### config.mk
export PLATFORM = sky130hd
export DESIGN_NAME = pdm_cic_decim
export DESIGN_NICKNAME = d
export VERILOG_FILES = /design/src/rtl/pdm_cic_decim.sv
export SDC_FILE = /design/constraint.sdc
export NUM_CORES = 2
export LEC_CHECK = 0
export CAP_MARGIN = 5
export CELL_PAD_IN_SITES_DETAIL_PLACEMENT = 1
export CELL_PAD_IN_SITES_GLOBAL_PLACEMENT = 2
export CORE_UTILIZATION = 35
export CTS_CLUSTER_DIAMETER = 150
export DETAILED_ROUTE_END_ITERATION = 6
export PLACE_DENSITY_LB_ADDON = 0.15
export SYNTH_ARGS = -nofsm -noshare
export SYNTH_HDL_FRONTEND = slang
export SYNTH_SLANG_ARGS = --single-unit
### constraint.sdc
create_clock -name clk -period 20.1 [get_ports clk]
set_input_delay 6.03 -clock clk [delete_from_list [all_inputs] [get_ports clk]]
set_output_delay 6.03 -clock clk [all_outputs]
set_load 0.005 [all_outputs]
### src/rtl/pdm_cic_decim.sv
// Stereo PDM-to-PCM CIC decimator (ORDER stages, ratio 2**DEC_LOG2); optional DC blocker via PCM_DC_BLOCK_EN.
// Latency: pair valid about 2*ORDER+2 clk after the later channel's decimation wrap (+1 with PCM_DC_BLOCK_EN).
// Backpressure: pcm_valid holds until pcm_ready; a newer pair overwrites an unaccepted one and sets sticky overrun.
module pdm_cic_decim #(
    parameter int ORDER    = 4,
    parameter int DEC_LOG2 = 6,
    parameter int OUT_W    = 16,
    parameter int DC_SHIFT = 8
) (
    input  logic                    clk,
    input  logic                    rst,
    input  logic                    pdm_l_stream,
    input  logic                    pdm_l_clk,
    input  logic                    pdm_r_stream,
    input  logic                    pdm_r_clk,
    output logic signed [OUT_W-1:0] pcm_l,
    output logic signed [OUT_W-1:0] pcm_r,
    output logic                    pcm_valid,
    input  logic                    pcm_ready,
    output logic                    overrun
);

    localparam int ACC_W = 2 + ORDER * DEC_LOG2;
    localparam int STG_W = (ORDER > 1) ? $clog2(ORDER) : 1;

    localparam logic [2:0] S_IDLE   = 3'd0;
    localparam logic [2:0] S_COMB_L = 3'd1;
    localparam logic [2:0] S_COMB_R = 3'd2;
    localparam logic [2:0] S_OUT    = 3'd3;
`ifdef PCM_DC_BLOCK_EN
    localparam logic [2:0] S_DCB    = 3'd4;
    localparam logic [2:0] S_AFTER_R = S_DCB;
`else
    localparam logic [2:0] S_AFTER_R = S_OUT;
`endif

    typedef logic [ORDER-1:0][ACC_W-1:0] stages_t;

    // Whole integrator chain in one step: each stage sees the freshly updated value of the one before.
    function automatic stages_t integrate(input stages_t s, input logic bit_in);
        stages_t          r;
        logic [ACC_W-1:0] acc;
        acc = bit_in ? ACC_W'(1) : {ACC_W{1'b1}};
        for (int i = 0; i < ORDER; i++) begin
            acc  = s[i] + acc;
            r[i] = acc;
        end
        return r;
    endfunction

    logic                l_cur, l_prev, r_cur, r_prev;
    logic                l_evt, r_evt, l_wrap, r_wrap;
    logic [DEC_LOG2-1:0] cnt_l, cnt_r;
    stages_t             integ_l, integ_r, integ_l_nxt, integ_r_nxt;
    logic [ACC_W-1:0]    snap_l, snap_r;
    logic                pend_l, pend_r;

    logic [2:0]          state;
    logic [STG_W-1:0]    stg;
    logic                last_stg, is_l;
    stages_t             zl, zr;
    logic [ACC_W-1:0]    cx, comb_in, comb_z, comb_y;
    logic signed [OUT_W-1:0] res_l, res_r;
    logic                have_l, have_r;

    assign l_evt       = l_cur & ~l_prev;
    assign r_evt       = r_cur & ~r_prev;
    assign l_wrap      = l_evt && (cnt_l == '1);
    assign r_wrap      = r_evt && (cnt_r == '1);
    assign integ_l_nxt = integrate(integ_l, pdm_l_stream);
    assign integ_r_nxt = integrate(integ_r, pdm_r_stream);

    assign is_l     = (state == S_COMB_L);
    assign last_stg = (stg == STG_W'(ORDER - 1));
    assign comb_in  = (stg == '0) ? (is_l ? snap_l : snap_r) : cx;
    assign comb_z   = is_l ? zl[stg] : zr[stg];
    assign comb_y   = comb_in - comb_z;

    always_ff @(posedge clk) begin
        if (rst) begin
            l_cur   <= 1'b0;
            l_prev  <= 1'b0;
            r_cur   <= 1'b0;
            r_prev  <= 1'b0;
            cnt_l   <= '0;
            cnt_r   <= '0;
            integ_l <= '0;
            integ_r <= '0;
            snap_l  <= '0;
            snap_r  <= '0;
            pend_l  <= 1'b0;
            pend_r  <= 1'b0;
        end else begin
            l_cur  <= pdm_l_clk;
            l_prev <= l_cur;
            r_cur  <= pdm_r_clk;
            r_prev <= r_cur;
            if (l_evt) begin
                integ_l <= integ_l_nxt;
                cnt_l   <= cnt_l + 1'b1;
            end
            if (r_evt) begin
                integ_r <= integ_r_nxt;
                cnt_r   <= cnt_r + 1'b1;
            end
            // A fresh wrap wins over the engine clearing the flag: that snapshot is still unprocessed.
            if (l_wrap) begin
                snap_l <= integ_l_nxt[ORDER-1];
                pend_l <= 1'b1;
            end else if (is_l && last_stg) begin
                pend_l <= 1'b0;
            end
            if (r_wrap) begin
                snap_r <= integ_r_nxt[ORDER-1];
                pend_r <= 1'b1;
            end else if (state == S_COMB_R && last_stg) begin
                pend_r <= 1'b0;
            end
        end
    end

`ifdef PCM_DC_BLOCK_EN
    localparam int FW = OUT_W + DC_SHIFT;

    logic signed [FW-1:0]    dcy_l, dcy_r;
    logic signed [OUT_W-1:0] dcx_l, dcx_r;

    // y carries DC_SHIFT fraction bits; clamping y to FW bits keeps its integer part within OUT_W.
    function automatic logic signed [FW-1:0] dcb_next(input logic signed [OUT_W-1:0] x,
                                                      input logic signed [OUT_W-1:0] xp,
                                                      input logic signed [FW-1:0]    y);
        logic signed [FW+1:0] s;
        s = (((FW+2)'(x) - (FW+2)'(xp)) <<< DC_SHIFT) + (FW+2)'(y) - (FW+2)'(y >>> DC_SHIFT);
        if (s[FW+1:FW-1] == 3'b000 || s[FW+1:FW-1] == 3'b111)
            return s[FW-1:0];
        return s[FW+1] ? {1'b1, {(FW-1){1'b0}}} : {1'b0, {(FW-1){1'b1}}};
    endfunction
`endif

    always_ff @(posedge clk) begin
        if (rst) begin
            state     <= S_IDLE;
            stg       <= '0;
            zl        <= '0;
            zr        <= '0;
            cx        <= '0;
            res_l     <= '0;
            res_r     <= '0;
            have_l    <= 1'b0;
            have_r    <= 1'b0;
            pcm_l     <= '0;
            pcm_r     <= '0;
            pcm_valid <= 1'b0;
            overrun   <= 1'b0;
`ifdef PCM_DC_BLOCK_EN
            dcy_l     <= '0;
            dcy_r     <= '0;
            dcx_l     <= '0;
            dcx_r     <= '0;
`endif
        end else begin
            if (pcm_valid && pcm_ready)
                pcm_valid <= 1'b0;
            case (state)
                S_IDLE: begin
                    stg <= '0;
                    if (pend_l)
                        state <= S_COMB_L;
                    else if (pend_r)
                        state <= S_COMB_R;
                    else if (have_l && have_r)
                        state <= S_AFTER_R;
                end
                S_COMB_L, S_COMB_R: begin
                    cx  <= comb_y;
                    stg <= stg + 1'b1;
                    if (is_l)
                        zl[stg] <= comb_in;
                    else
                        zr[stg] <= comb_in;
                    if (last_stg) begin
                        stg <= '0;
                        if (is_l) begin
                            res_l  <= comb_y[ACC_W-1 -: OUT_W];
                            have_l <= 1'b1;
                            state  <= pend_r ? S_COMB_R : S_IDLE;
                        end else begin
                            res_r  <= comb_y[ACC_W-1 -: OUT_W];
                            have_r <= 1'b1;
                            state  <= have_l ? S_AFTER_R : S_IDLE;
                        end
                    end
                end
`ifdef PCM_DC_BLOCK_EN
                S_DCB: begin
                    dcy_l <= dcb_next(res_l, dcx_l, dcy_l);
                    dcy_r <= dcb_next(res_r, dcx_r, dcy_r);
                    dcx_l <= res_l;
                    dcx_r <= res_r;
                    state <= S_OUT;
                end
`endif
                S_OUT: begin
`ifdef PCM_DC_BLOCK_EN
                    pcm_l <= dcy_l[FW-1 -: OUT_W];
                    pcm_r <= dcy_r[FW-1 -: OUT_W];
`else
                    pcm_l <= res_l;
                    pcm_r <= res_r;
`endif
                    pcm_valid <= 1'b1;
                    if (pcm_valid && !pcm_ready)
                        overrun <= 1'b1;
                    have_l <= 1'b0;
                    have_r <= 1'b0;
                    state  <= S_IDLE;
                end
                default: state <= S_IDLE;
            endcase
        end
    end

endmodule

==> results.sh <==
export IMPL_status="finished clean"
export IMPL_cp_start_kind="input port"
export IMPL_wl_per_cell_um=19.5
export IMPL_synth_seq_area_share=0.362
export IMPL_ant_nets=0
export IMPL_cp_startpoint="pdm_r_stream"
export IMPL_cts_buffers=74
export IMPL_grt_max_degree=90
export IMPL_r2r_start="integ_r[1]"
export IMPL_via_count=27576
export IMPL_syn_avg_cell_area_sq_um=8.07
export IMPL_slew_headroom=0.226
export IMPL_pre_cts_ws_ns=5.84
export IMPL_numClockSinks=584
export IMPL_htreeDepth=3
export IMPL_p_leak_nw=14.0
export IMPL_slowest_stage="or4_1"
export IMPL_endpoint_kind="flip-flop"
export IMPL_hold_class="reg -> reg"
export IMPL_reg2reg_slack_ns=12.37
export IMPL_die_height_um=306
export IMPL_dr_pass1_iters=5
export IMPL_core_sq_um=91500
export IMPL_io_pins=41
export IMPL_finalMaxSlewViolations=0
export IMPL_grt_pass1_vias=27931
export IMPL_ys_seq_elements=584
export IMPL_synthMuxAreaShare=0.0672
export IMPL_synth_area_sq_um=32300
export IMPL_grt_usage=0.215
export IMPL_dp_hpwl_um=66900
export IMPL_drt_initial_drc_count=1566
export IMPL_finClkSkew_ns=0.0324
export IMPL_synth_edf_count=0
export IMPL_port_buffers=40
export IMPL_fp_dieW_um=306
export IMPL_drv_cap=0
export IMPL_cts_resized=0
export IMPL_grt_overflow=0
export IMPL_powerDensity_nw_per_um2=140
export IMPL_endpoint="integ_r[103]"
export IMPL_vdd_drop_max_mv=0.0697
export IMPL_cts_max_path_buffers=3
export IMPL_drive_above_1_share=0.0598
export IMPL_r2r_end="integ_r[103]"
export IMPL_grt_first_pass_wirelength_um=160000
export IMPL_synthArstFlopShare=0
export IMPL_clkSlewWorstSetupHoldPaths_ns=0.06
export IMPL_synth_fa_ha_area_frac=0.0992
export IMPL_synthXorXnorAreaFrac=0.0587
export IMPL_synthCells=4007
export IMPL_gp_congestion=0.774
export IMPL_viasPerCell=5.32
export IMPL_period_needed_ns=13.64
export IMPL_required_ns=20.65
export IMPL_ys_types=73
export IMPL_synth_nets=4265
export IMPL_synth_top_family_by_area="compound AO/OA/AOI/OAI gates"
export IMPL_crit_fanout=25
export IMPL_grt_antenna_before_repair=0
export IMPL_synth_compound_area_frac=0.192
export IMPL_fmax_mhz=73.3
export IMPL_hold_violations=0
export IMPL_worstPathArrival_ns=14.20
export IMPL_worst_pin_slew_ns=1.16
export IMPL_synth_simple_area_share=0.187
export IMPL_holdBufCountCts=0
export IMPL_yosysWarnings=0
export IMPL_cpPeakStageDelay_ns=0.52
export IMPL_syn2layout_area_growth_pct=12.0
export IMPL_setup_viol=0
export IMPL_tritoncts="done"
export IMPL_cts_root_buf="clkbuf_16"
export IMPL_finalCritPeriodShare=0.679
export IMPL_worstSetupPathType="in -> reg"
export IMPL_fin_cells=5185
export IMPL_fp_dieArea_sq_um=93600
export IMPL_antenna_cells=0
export IMPL_final_nets=4202
export IMPL_hp_start="zl[103]"
export IMPL_clk_latency_ns=0.65
export IMPL_num_rows=111
export IMPL_start_util=0.353
export IMPL_grt_setup_unrepaired="false"
export IMPL_reg2regPathDepth=32
export IMPL_dp_cells=5054
export IMPL_drc=0
export IMPL_post_cts_setup_buffers=0
export IMPL_tns_ns=0
export IMPL_synth_ff_type="dfxtp_1"
export IMPL_cpMostUsedCell="a21oi_1"
export IMPL_drt_wl_total_um=101000
export IMPL_setup_slack_ns=6.46
## worst min path at each step
stage               endpoint  slack, ns  depth (start not counted)
finish               zl[103]       0.45                          2
global route          zl[53]       0.47                          2
CTS                  zl[103]       0.45                          2
detailed placement    zl[61]       0.45                          2
global placement      zl[56]       0.44                          2
floorplan             zl[52]       0.43                          2
## sequential cells by signal, indices dropped and copies added, names as in the netlist, 2 cells and up
name and count:
cnt_l 6, zr 104, res_r 16, integ_l 104, stg 2, integ_r 104
res_l 16, cx 26, cnt_r 6, zl 104, snap_l 26, state 2
pcm_l 16, snap_r 26, pcm_r 16
## routing by layer
| metal | track usage | share of wire | up-vias |
|---|---|---|---|
| met2 | 0.352 | 0.45 | 308 |
| met4 | 0.0642 | 0.024 | 0 |
| met1 | 0.293 | 0.49 | 13337 |
| li1 | - | - | 13803 |
| met3 | 0.0281 | 0.030 | 128 |
| met5 | 0 | 0 | - |
## layout by cell type (no fill, tap or decap), drive strengths merged, types with 81 or more instances in the layout
cell / netlist / layout
a21o: 89 / 89
a21oi: 609 / 609
mux2i: 99 / 99
o21ai: 109 / 109
ha: 242 / 242
clkbuf: 180 / 109
inv: 78 / 81
xnor2: 143 / 143
nor2: 284 / 284
nand2: 929 / 929
dfxtp: 584 / 584
## metrics by stage
stage	hold slack, ns	power, mW	instance area [sq um]	utilization
3_3_place_gp	0.440	3.74	33800	0.369
6_report	0.452	5.07	36200	0.396
2_1_floorplan	0.433	3.11	32300	-
4_1_cts	0.454	5.15	36200	0.396
3_5_place_dp	0.446	3.75	33800	0.369
5_1_grt	0.466	5.46	36200	0.396
## synth_stat cells, types with 6 or more instances
| cell | instances | area, sq um |
|---|---|---|
| o21ai_1 | 31 | 155 |
| mux2i_1 | 99 | 991 |
| o211ai_1 | 9 | 67.6 |
| o22ai_1 | 7 | 43.8 |
| mux4_2 | 52 | 1170 |
| nand2b_1 | 26 | 163 |
| nor2b_1 | 38 | 238 |
| or3_1 | 19 | 119 |
| o21ai_0 | 78 | 390 |
| and3_1 | 16 | 100 |
| nand2_1 | 929 | 3490 |
| nand4_1 | 16 | 100 |
| and2_1 | 12 | 75.1 |
| dfxtp_1 | 584 | 11700 |
| a211oi_1 | 66 | 495 |
| buf_1 | 30 | 113 |
| a31oi_1 | 16 | 100 |
| nor4_1 | 6 | 37.5 |
| xnor2_1 | 143 | 1250 |
| a41oi_1 | 6 | 52.6 |
| clkbuf_1 | 180 | 676 |
| inv_1 | 78 | 293 |
| or4_1 | 7 | 52.6 |
| a21o_1 | 89 | 668 |
| ha_1 | 242 | 3030 |
| o21bai_1 | 20 | 150 |
| o31ai_1 | 19 | 143 |
| nand3_1 | 42 | 210 |
| and4_1 | 10 | 87.6 |
| o21a_1 | 33 | 248 |
| a21boi_1 | 11 | 82.6 |
| a221oi_1 | 7 | 61.3 |
| nor2_1 | 284 | 1070 |
| a21oi_1 | 608 | 3040 |
| fa_1 | 9 | 180 |
| nor3_1 | 45 | 225 |
| xor2_1 | 66 | 578 |
## power by group
group          total, mW  switching [mW]  internal [mW]
registers           1.34          0.0720           1.27
clock network       1.36           0.551          0.810
logic               2.37            1.46          0.910
## final cells by class
type                    instances  area (sq um)
fillers                     10903         55300
clock buffers                 109          2200
inverters                      79           297
well taps                    1186          1480
multi-input cells            3134         19600
flip-flops and latches        584         11700
clock inverters                22           255
repair buffers                 71           638
## critical path, delay by kind of cell
kind	cells	cell delay [ns]
simple gates	9	2.01
fa+ha+maj	4	1.27
buf+inv	3	0.81
compound gates	15	3.37
xor+xnor	4	0.69
## cells by family (layout without fill, tap and decap cells)
kind of cell,count (synthesis),count (layout)
fa+ha+maj,251,251
compound gates,1057,1057
mux,152,152
buf+inv,289,281
simple gates,1462,1462
flops,584,584
xor+xnor,212,212
(Power assumes the default switching activity.)
